**config.mk**
```make
export PLATFORM = sky130hd
export DESIGN_NAME = alu_sequencer
export DESIGN_NICKNAME = d
export VERILOG_FILES = /design/src/rtl/alu_seq_pkg.sv /design/src/rtl/alu_core.sv /design/src/rtl/alu_sequencer.sv
export SDC_FILE = /design/constraint.sdc
export NUM_CORES = 1
export LEC_CHECK = 0
export CORE_MARGIN = 5
export CORE_UTILIZATION = 40
export CTS_CLUSTER_SIZE = 14
export DETAILED_ROUTE_END_ITERATION = 8
export GPL_ROUTABILITY_DRIVEN = 0
export HOLD_SLACK_MARGIN = 0.1
export PLACE_DENSITY_LB_ADDON = 0.1
export SLEW_MARGIN = 0
export SYNTH_ARGS = -nofsm -noshare
export SYNTH_HDL_FRONTEND = slang
export SYNTH_SLANG_ARGS = --single-unit
```
**constraint.sdc**
```tcl
create_clock -name CLK -period 2.8 [get_ports CLK]
set_clock_uncertainty 0.1 [all_clocks]
set_input_delay 0.56 -clock CLK [delete_from_list [all_inputs] [get_ports CLK]]
set_output_delay 0.56 -clock CLK [all_outputs]
set_load 0.02 [all_outputs]
```
**src/rtl/alu_seq_pkg.sv**
```systemverilog
// Shared types and constants for the ALU command sequencer.
// Optional feature macro: ALU_SEQ_FLAGS_EN (adds a flag beat after each result).
package alu_seq_pkg;

  // Legal range of the execute-stage dwell parameter.
  localparam int unsigned EXEC_CYCLES_MIN = 1;
  localparam int unsigned EXEC_CYCLES_MAX = 15;
  localparam int unsigned CNT_W           = 4;

  typedef enum logic [2:0] {
    OP_ADD = 3'd0,
    OP_SUB = 3'd1,
    OP_AND = 3'd2,
    OP_OR  = 3'd3,
    OP_XOR = 3'd4,
    OP_NOT = 3'd5,
    OP_SHL = 3'd6,
    OP_SHR = 3'd7
  } alu_op_e;

`ifdef ALU_SEQ_FLAGS_EN
  typedef enum logic [2:0] {
    ST_IDLE   = 3'd0,
    ST_GET_A  = 3'd1,
    ST_GET_B  = 3'd2,
    ST_EXEC   = 3'd3,
    ST_RESP   = 3'd4,
    ST_RESP_F = 3'd5
  } seq_state_e;
`else
  typedef enum logic [2:0] {
    ST_IDLE  = 3'd0,
    ST_GET_A = 3'd1,
    ST_GET_B = 3'd2,
    ST_EXEC  = 3'd3,
    ST_RESP  = 3'd4
  } seq_state_e;
`endif

  // Flag byte layout: bit1 = carry/borrow, bit0 = zero.
  function automatic logic [7:0] flags_byte(input logic carry, input logic [7:0] result);
    return {6'b000000, carry, (result == 8'h00)};
  endfunction

endpackage

```
**src/rtl/alu_core.sv**
```systemverilog
// Purely combinational 8-bit ALU: result and carry/borrow/shift-out.
module alu_core
  import alu_seq_pkg::*;
(
  input  logic [7:0] a,
  input  logic [7:0] b,
  input  alu_op_e    op,
  output logic [7:0] result,
  output logic       carry
);

  logic [8:0] wide_s;

  // Evaluate the selected operation; logic ops and NOT never set carry.
  always_comb begin
    result = 8'h00;
    carry  = 1'b0;
    wide_s = 9'h000;
    case (op)
      OP_ADD: begin
        wide_s = {1'b0, a} + {1'b0, b};
        result = wide_s[7:0];
        carry  = wide_s[8];
      end
      OP_SUB: begin
        // Ninth bit of the widened difference is the borrow (a < b).
        wide_s = {1'b0, a} - {1'b0, b};
        result = wide_s[7:0];
        carry  = wide_s[8];
      end
      OP_AND: result = a & b;
      OP_OR:  result = a | b;
      OP_XOR: result = a ^ b;
      OP_NOT: result = ~a;
      OP_SHL: begin
        result = {a[6:0], 1'b0};
        carry  = a[7];
      end
      OP_SHR: begin
        result = {1'b0, a[7:1]};
        carry  = a[0];
      end
      default: begin
        result = 8'h00;
        carry  = 1'b0;
      end
    endcase
  end

endmodule

```
**src/rtl/alu_sequencer.sv**
```systemverilog
// Byte-stream ALU sequencer: collects opcode, A, B; executes; returns result.
// Optional feature macro: ALU_SEQ_FLAGS_EN (second output beat with {carry, zero}).
module alu_sequencer
  import alu_seq_pkg::*;
#(
  parameter int unsigned EXEC_CYCLES = 1
)(
  input  logic       CLK,
  input  logic       rst,
  input  logic [7:0] in_data,
  input  logic       in_valid,
  output logic       in_ready,
  output logic [7:0] out_data,
  output logic       out_valid,
  input  logic       out_ready,
  output logic       busy,
  output logic       err
);

  // Counter preload: the EXEC state is left when the counter reaches zero.
  localparam logic [CNT_W-1:0] EXEC_LOAD = CNT_W'(EXEC_CYCLES - 1);

  seq_state_e       state_r, state_s;
  logic [CNT_W-1:0] cnt_r;
  alu_op_e          op_r;
  logic [7:0]       a_r, b_r;
  logic [7:0]       out_data_r;
  logic             out_valid_r, busy_r, err_r;
  logic             in_ready_s, in_xfer_s, out_xfer_s, opcode_ok_s, err_s;
  logic [7:0]       core_result_s;
`ifdef ALU_SEQ_FLAGS_EN
  logic             core_carry_s;
  logic             carry_r;
`else
  logic             carry_unused_s;
`endif

  alu_core u_core (
    .a      (a_r),
    .b      (b_r),
    .op     (op_r),
    .result (core_result_s),
`ifdef ALU_SEQ_FLAGS_EN
    .carry  (core_carry_s)
`else
    .carry  (carry_unused_s)
`endif
  );

  // Handshake qualifiers; in_ready is forced low while reset is held.
  always_comb begin
    in_ready_s  = 1'b0;
    if (!rst && (state_r == ST_IDLE || state_r == ST_GET_A || state_r == ST_GET_B)) begin
      in_ready_s = 1'b1;
    end else begin
      in_ready_s = 1'b0;
    end
    in_xfer_s   = in_valid && in_ready_s;
    out_xfer_s  = out_valid_r && out_ready;
    opcode_ok_s = (in_data[7:3] == 5'd0);
    err_s       = (state_r == ST_IDLE) && in_xfer_s && !opcode_ok_s;
  end

  // Next-state logic for the command FSM.
  always_comb begin
    state_s = state_r;
    case (state_r)
      ST_IDLE: begin
        if (in_xfer_s && opcode_ok_s) state_s = ST_GET_A;
        else                          state_s = ST_IDLE;
      end
      ST_GET_A: begin
        if (in_xfer_s) state_s = ST_GET_B;
        else           state_s = ST_GET_A;
      end
      ST_GET_B: begin
        if (in_xfer_s) state_s = ST_EXEC;
        else           state_s = ST_GET_B;
      end
      ST_EXEC: begin
        if (cnt_r == '0) state_s = ST_RESP;
        else             state_s = ST_EXEC;
      end
      ST_RESP: begin
`ifdef ALU_SEQ_FLAGS_EN
        if (out_xfer_s) state_s = ST_RESP_F;
        else            state_s = ST_RESP;
`else
        if (out_xfer_s) state_s = ST_IDLE;
        else            state_s = ST_RESP;
`endif
      end
`ifdef ALU_SEQ_FLAGS_EN
      ST_RESP_F: begin
        if (out_xfer_s) state_s = ST_IDLE;
        else            state_s = ST_RESP_F;
      end
`endif
      default: state_s = ST_IDLE;
    endcase
  end

  // State register plus status outputs registered from the next state.
  always_ff @(posedge CLK or posedge rst) begin
    if (rst) begin
      state_r     <= ST_IDLE;
      busy_r      <= 1'b0;
      out_valid_r <= 1'b0;
      err_r       <= 1'b0;
    end else begin
      state_r     <= state_s;
      busy_r      <= (state_s != ST_IDLE);
`ifdef ALU_SEQ_FLAGS_EN
      out_valid_r <= (state_s == ST_RESP) || (state_s == ST_RESP_F);
`else
      out_valid_r <= (state_s == ST_RESP);
`endif
      err_r       <= err_s;
    end
  end

  // Command capture: opcode, operands, and the execute dwell counter.
  always_ff @(posedge CLK or posedge rst) begin
    if (rst) begin
      op_r  <= OP_ADD;
      a_r   <= 8'h00;
      b_r   <= 8'h00;
      cnt_r <= '0;
    end else begin
      if (state_r == ST_IDLE && in_xfer_s && opcode_ok_s) op_r <= alu_op_e'(in_data[2:0]);
      if (state_r == ST_GET_A && in_xfer_s) a_r <= in_data;
      if (state_r == ST_GET_B && in_xfer_s) begin
        b_r   <= in_data;
        cnt_r <= EXEC_LOAD;
      end else if (state_r == ST_EXEC && cnt_r != '0) begin
        cnt_r <= cnt_r - 1'b1;
      end
    end
  end

  // Output byte: result captured at end of EXEC, then flags (if enabled), then cleared.
  always_ff @(posedge CLK or posedge rst) begin
    if (rst) begin
      out_data_r <= 8'h00;
`ifdef ALU_SEQ_FLAGS_EN
      carry_r    <= 1'b0;
`endif
    end else begin
      if (state_r == ST_EXEC && cnt_r == '0) begin
        out_data_r <= core_result_s;
`ifdef ALU_SEQ_FLAGS_EN
        carry_r    <= core_carry_s;
`endif
      end else if (state_r == ST_RESP && out_xfer_s) begin
`ifdef ALU_SEQ_FLAGS_EN
        out_data_r <= flags_byte(carry_r, out_data_r);
`else
        out_data_r <= 8'h00;
`endif
      end
`ifdef ALU_SEQ_FLAGS_EN
      else if (state_r == ST_RESP_F && out_xfer_s) begin
        out_data_r <= 8'h00;
      end
`endif
    end
  end

  assign in_ready  = in_ready_s;
  assign out_data  = out_data_r;
  assign out_valid = out_valid_r;
  assign busy      = busy_r;
  assign err       = err_r;

endmodule

```
==> results of run 1 <==
layout by cell type, fill, tap and decap left out, types with 3 or more instances in the layout:
cell type,instances
a22o_1,3
nor3_1,5
o21ai_1,4
ha_1,25
mux2i_1,3
a211oi_1,6
o22ai_1,3
nand3_1,4
mux4_2,4
nor2_1,14
buf_4,10
clkbuf_8,6
a31oi_1,4
xor2_1,3
nand2b_1,5
xnor2_1,11
mux2_4,3
nor2b_1,5
clkdlybuf4s50_1,23
dfrtp_1,37
a21oi_1,15
o21ai_0,28
nand2_1,37
inv_1,26
cells by family after synthesis:
logic type / after synthesis / share of synthesized area
AND/OR/NAND/NOR: 85 / 0.164
buffers and inverters: 41 / 0.0691
adder cells (fa/ha/maj): 26 / 0.124
AO/OA/AOI/OAI: 78 / 0.182
multiplexers: 12 / 0.0700
flip-flops: 37 / 0.345
XOR/XNOR: 14 / 0.0457
how the worst max path moves through the flow:
stage                     cells past startpoint           to  startpoint  slack, ns
after floorplan                              12  out_data[6]     op_r[1]       0.15
after global placement                        9  out_data[7]      b_r[2]       0.26
after detailed placement                      3     in_ready         rst       0.23
after CTS                                    10  out_data[6]      b_r[0]       0.19
after global routing                          9  out_data[7]      b_r[2]       0.02
final                                        10  out_data[6]      b_r[0]       0.22
tightest hold or removal path: cells and delay by family (launching register included):
family | cells | cell delay (ns)
flops | 1 | 0.35
simple gates | 1 | 0.05
compound gates | 1 | 0.05
final cells by class:
cell class	instances	share of cell area
Clock buffer	6	0.0264
Clock inverter	2	0.0120
Inverter	27	0.0324
Multi-Input combinational cell	215	0.504
Sequential cell	37	0.296
Tap cell	77	0.0308
Timing Repair Buffer	33	0.0977
metal layers:
| layer | vias up | track usage | wire length, microns |
|---|---|---|---|
| met4 | 0 | 0.0371 | 68 |
| met3 | 6 | 0.0311 | 157 |
| met1 | 1024 | 0.215 | 3100 |
| met2 | 26 | 0.274 | 3030 |
| met5 | - | 0 | 0 |
| li1 | 1078 | - | - |
state kept, by name, indices dropped and copies added (netlist names):
signal / flops
b_r: 8
state_r: 3
a_r: 8
busy: 1
op_r: 3
cnt_r: 4
out_data: 8
err: 1
out_valid: 1
metrics by stage:
stage | instance area, sq um | hold slack (ns) | total power [mW]
floorplan | 2680 | 0.426 | 2.85
global placement | 3000 | 0.364 | 3.43
detailed placement | 3000 | 0.372 | 3.44
CTS | 3120 | 0.391 | 3.98
global route | 3120 | 0.430 | 4.37
finish | 3120 | 0.387 | 3.94
where the power goes:
| group | internal (mW) | switching (mW) |
|---|---|---|
| Combinational | 1.15 | 1.24 |
| Sequential | 0.771 | 0.273 |
| Clock | 0.290 | 0.214 |
| Total | 2.21 | 1.73 |
==> results.json, run 1 <==
{
  "status": "finished clean",
  "synth_top_area_share": 0.345,
  "criticalPathCategory": "reg2reg",
  "cap_violations": 0,
  "cp_top_family": "adder cells",
  "synth.top_cells.by_count": "37 x dfrtp_1, 37 x nand2_1, 28 x o21ai_0",
  "synth_edf_count": 0,
  "required_ns": 2.94,
  "fin_crit_ns": 2.58,
  "vias_per_cell": 5.38,
  "multi_input_area_sq_um": 1580,
  "clk_path_buf_depth": 2,
  "totalWireLength_microns": 6350,
  "antenna_found_initial": 0,
  "path_cells": "inv_1 -> ha_1 -> mux2_2 -> fa_1 -> nor2b_1 -> o21a_1 -> o21ai_1 -> mux2_2 -> a21oi_1 -> a22o_1",
  "min_path_cells": 2,
  "end_kind": "flop",
  "synthCells": 293,
  "place_ws_ns": 0.235,
  "setup_viol": 0,
  "slowest_stage": "fa_1",
  "setup_tns_ns": 0,
  "rsz0062_at_grt": "false",
  "tightest_slew_ns": 0.501,
  "grt-ovfl-total": 0,
  "cts_root_buf": "clkbuf_8",
  "antenna_left": 0,
  "grt_max_degree": 38,
  "synth_top_flop_cell": "dfrtp_1",
  "drt_iter0_drc": 71,
  "htree_levels": 2,
  "initial_utilization": 0.417,
  "drive_gt1_frac": 0.122,
  "n_antenna_cell": 0,
  "slew_violations": 0,
  "die_w_microns": 91.9,
  "yosys-top-cells-area": "dfrtp_1 35%, ha_1 12%, o21ai_0 5.2%",
  "fp.coreArea_sq_um": 6420,
  "cp.arrival_ns": 2.72,
  "wl_per_cell_microns": 16.0,
  "io_buffers": 23,
  "synth_fp_nets": 331,
  "crit_path_start_kind": "flop",
  "ir_drop_mv": 0.421,
  "fillers": 602,
  "p_leak_nw": 1.35,
  "cp_common_cell": "mux2_2",
  "fin_ws_ns": 0.221,
  "hold_viol": 0,
  "stdcell_count": 397,
  "area_delta_synth_final_pct": 16.5,
  "reg2reg_depth": 10,
  "dp_hpwl_microns": 4720,
  "synth.avg_cell_area_sq_um": 9.15,
  "r2r-end": "out_data[6]",
  "yosys_warnings": 0,
  "hold_start": "out_data[5]",
  "final-seq-area_sq_um": 926,
  "slew-limit-headroom": 0.666,
  "clock.fmax_ghz": 0.388,
  "die_y_microns": 91.9,
  "r2r_start": "b_r[0]",
  "drt-pass1-iter-count": 4,
  "async_reset_ff_frac": 1.00,
  "final_core_util": 0.486,
  "dp.cells": 389,
  "cts_resized": 0,
  "cts_tree": "yes",
  "crit_path_max_incr_delay_ns": 0.45,
  "gr-usage-all-layers": 0.162,
  "reg2reg_slack_ns": 0.22,
  "synth_cell_types": 49,
  "postCtsSetupRepairBufs": 0,
  "powerDensity_nw_per_um2": 1260,
  "numCtsBuffers": 5,
  "finalCritPeriodShare": 0.921,
  "grt_pass1_wl_microns": 10900,
  "dieArea_sq_um": 8440,
  "clk_pin_slew_ns": 0.08,
  "min_to": "out_data[5]",
  "syn_area_sq_um": 2680,
  "clk_latency_ns": 0.30,
  "drc_errors": 0,
  "critPathMaxFanout": 4,
  "holdCritPathClass": "reg2reg",
  "ys_seq_area_frac": 0.345,
  "grt_pass1_vias": 2126,
  "synth-seq-cells": 37,
  "fp-row-count": 29,
  "ios": 24,
  "yosysTopAreaCell": "dfrtp_1",
  "nNetsFinal": 357,
  "num_vias": 2134,
  "clock_sinks": 37,
  "crit_buf_inv": 1,
  "postCtsHoldBufs": 0
}
Power figures use the tool's default switching activity.
==> inputs of run 2 (changes only) <==
Settings changed: CORE_MARGIN 5 to 4, SYNTH_HIERARCHICAL from default to 1.
==> run 2 against run 1 <==
Critical path depth shrank 1. Global-route usage grew 1.8 points. Critical path type unchanged. Non-clock buffer count is 3 higher. Register-to-register slack improved by 0.06 ns. Setup slack better by 0.063 ns. Sequential cell count unchanged. Final cell count rose by 13%. Highest routed layer unchanged. Synthesized area grew 8.8%. Wire length increased by 14%. Combinational power is 72% lower. Largest power group is now registers.
==> results.json, run 2 <==
{
  "status": "finished clean",
  "finalCritPeriodShare": 0.899,
  "criticalPathCategory": "reg2reg",
  "critPathCapture": "out_data[7]",
  "reg2reg_slack_ns": 0.28,
  "required_ns": 2.92,
  "mostFrequentLayoutCell": "dfrtp_1",
  "ir_drop_mv": 0.270,
  "cp_top_family": "compound AO/OA/AOI/OAI gates",
  "antenna_left": 0,
  "cts_resized": 0,
  "fp.coreArea_sq_um": 6940,
  "holdCritPathClass": "reg2reg",
  "crit_path_max_incr_delay_ns": 0.51,
  "clk_pin_slew_ns": 0.08,
  "end_kind": "flop",
  "syn_area_sq_um": 2920,
  "yosys_warnings": 6,
  "p_total_mw": 1.71,
  "layout_common_cells": "37 x dfrtp_1, 33 x o21ai_0, 31 x inv_1",
  "cp.depth": 9,
  "synth.avg_cell_area_sq_um": 8.92,
  "synthCells": 327,
  "fillers": 670,
  "r2r-end": "out_data[7]",
  "cap_violations": 0,
  "clock_sinks": 37,
  "n_antenna_cell": 0,
  "htree_levels": 2,
  "crit_path_start_kind": "flop",
  "grt_pass1_wl_microns": 12500,
  "dp_hpwl_microns": 5500,
  "grt_pass1_vias": 2462,
  "clk_latency_ns": 0.29,
  "tightest_slew_ns": 0.621,
  "postCtsHoldBufs": 0,
  "drc_errors": 0,
  "min_path_cells": 1,
  "die_w_microns": 93.4,
  "num_vias": 2489,
  "powerDensity_nw_per_um2": 509,
  "grt-ovfl-total": 0,
  "critPathMaxFanout": 8,
  "slew-limit-headroom": 0.584,
  "antenna_found_initial": 0,
  "nNetsFinal": 393,
  "wl_per_cell_microns": 16.2,
  "hold_viol": 0,
  "drt-pass1-iter-count": 5,
  "crit_buf_inv": 1,
  "cp.arrival_ns": 2.63,
  "ios": 24,
  "drt_iter0_drc": 209,
  "fp-row-count": 30,
  "rsz0062_at_grt": "false",
  "slew_violations": 0,
  "reg2reg_depth": 9,
  "path_cells": "inv_1 -> ha_1 -> a21oi_1 -> nor2_1 -> o41a_1 -> or3_1 -> a31oi_1 -> nand3_1 -> o21ai_0",
  "setup_viol": 0,
  "dieArea_sq_um": 8720,
  "initial_utilization": 0.420,
  "grt_max_degree": 38,
  "clock.fmax_ghz": 0.397,
  "slowest_stage": "dfrtp_1",
  "gr-usage-all-layers": 0.180,
  "setup_tns_ns": 0,
  "totalWireLength_microns": 7270,
  "postCtsSetupRepairBufs": 0,
  "vias_per_cell": 5.53,
  "fin_crit_ns": 2.52,
  "synth_fp_nets": 367,
  "cts_root_buf": "clkbuf_8",
  "numCtsBuffers": 5,
  "die_y_microns": 93.4,
  "io_buffers": 23,
  "clk_path_buf_depth": 2,
  "cts_tree": "yes",
  "area_delta_synth_final_pct": 14.9,
  "drive_gt1_frac": 0.138,
  "r2r_start": "a_r[1]",
  "crit_start": "a_r[1]",
  "p_leak_nw": 1.44
}
[run 2: cell types whose count changed in the layout (fill, tap and decap cells not counted), moves of 8 or more]
cell | before | now
nand3_1 | 4 | 15
xnor2_1 | 11 | 3
nand2_1 | 37 | 16
mux2_2 | 2 | 16
[run 2: worst min path at each step]
stage	from	end	slack (ns)
3_5_place_dp	cnt_r[3]	cnt_r[3]	0.42
4_1_cts	cnt_r[3]	cnt_r[3]	0.43
3_3_place_gp	cnt_r[3]	cnt_r[3]	0.41
5_1_grt	b_r[7]	b_r[7]	0.46
2_1_floorplan	cnt_r[3]	cnt_r[3]	0.37
6_report	cnt_r[3]	cnt_r[3]	0.43
[run 2: where the power goes]
| group | total [mW] | internal, mW | switching [mW] |
|---|---|---|---|
| clock | 0.361 | 0.173 | 0.189 |
| combinational | 0.670 | 0.300 | 0.370 |
| sequential | 0.674 | 0.599 | 0.0750 |
| total | 1.71 | 1.07 | 0.634 |
[run 2: per-stage QoR]
| step | instance area, sq um | setup WS (ns) | util | hold WS [ns] | instances |
|---|---|---|---|---|---|
| 2_1_floorplan | 2920 | 0.391 | - | 0.373 | 327 |
| 3_3_place_gp | 3270 | 0.301 | 0.471 | 0.414 | 442 |
| 3_5_place_dp | 3270 | 0.270 | 0.471 | 0.422 | 442 |
| 4_1_cts | 3350 | 0.287 | 0.483 | 0.433 | 450 |
| 5_1_grt | 3350 | 0.110 | 0.483 | 0.461 | 450 |
| 6_report | 3350 | 0.284 | 0.483 | 0.429 | 450 |
[run 2: per-layer routing]
metal,vias up,global-route usage,share of wire
met3,14,0.0274,0.050
li1,1224,-,-
met5,-,0,0
met4,0,0.0562,0.019
met2,74,0.270,0.43
met1,1177,0.264,0.50
[run 2: area by class of cell]
| type | count | area [sq um] | share of cell area |
|---|---|---|---|
| multi-input combinational | 241 | 1780 | 0.530 |
| sequential | 37 | 926 | 0.276 |
| timing repair buffer | 36 | 328 | 0.0978 |
| inverter | 32 | 120 | 0.0358 |
| tap | 96 | 120 | 0.0358 |
| clock buffer | 6 | 72.6 | 0.0216 |
| clock inverter | 2 | 10.0 | 0.00299 |
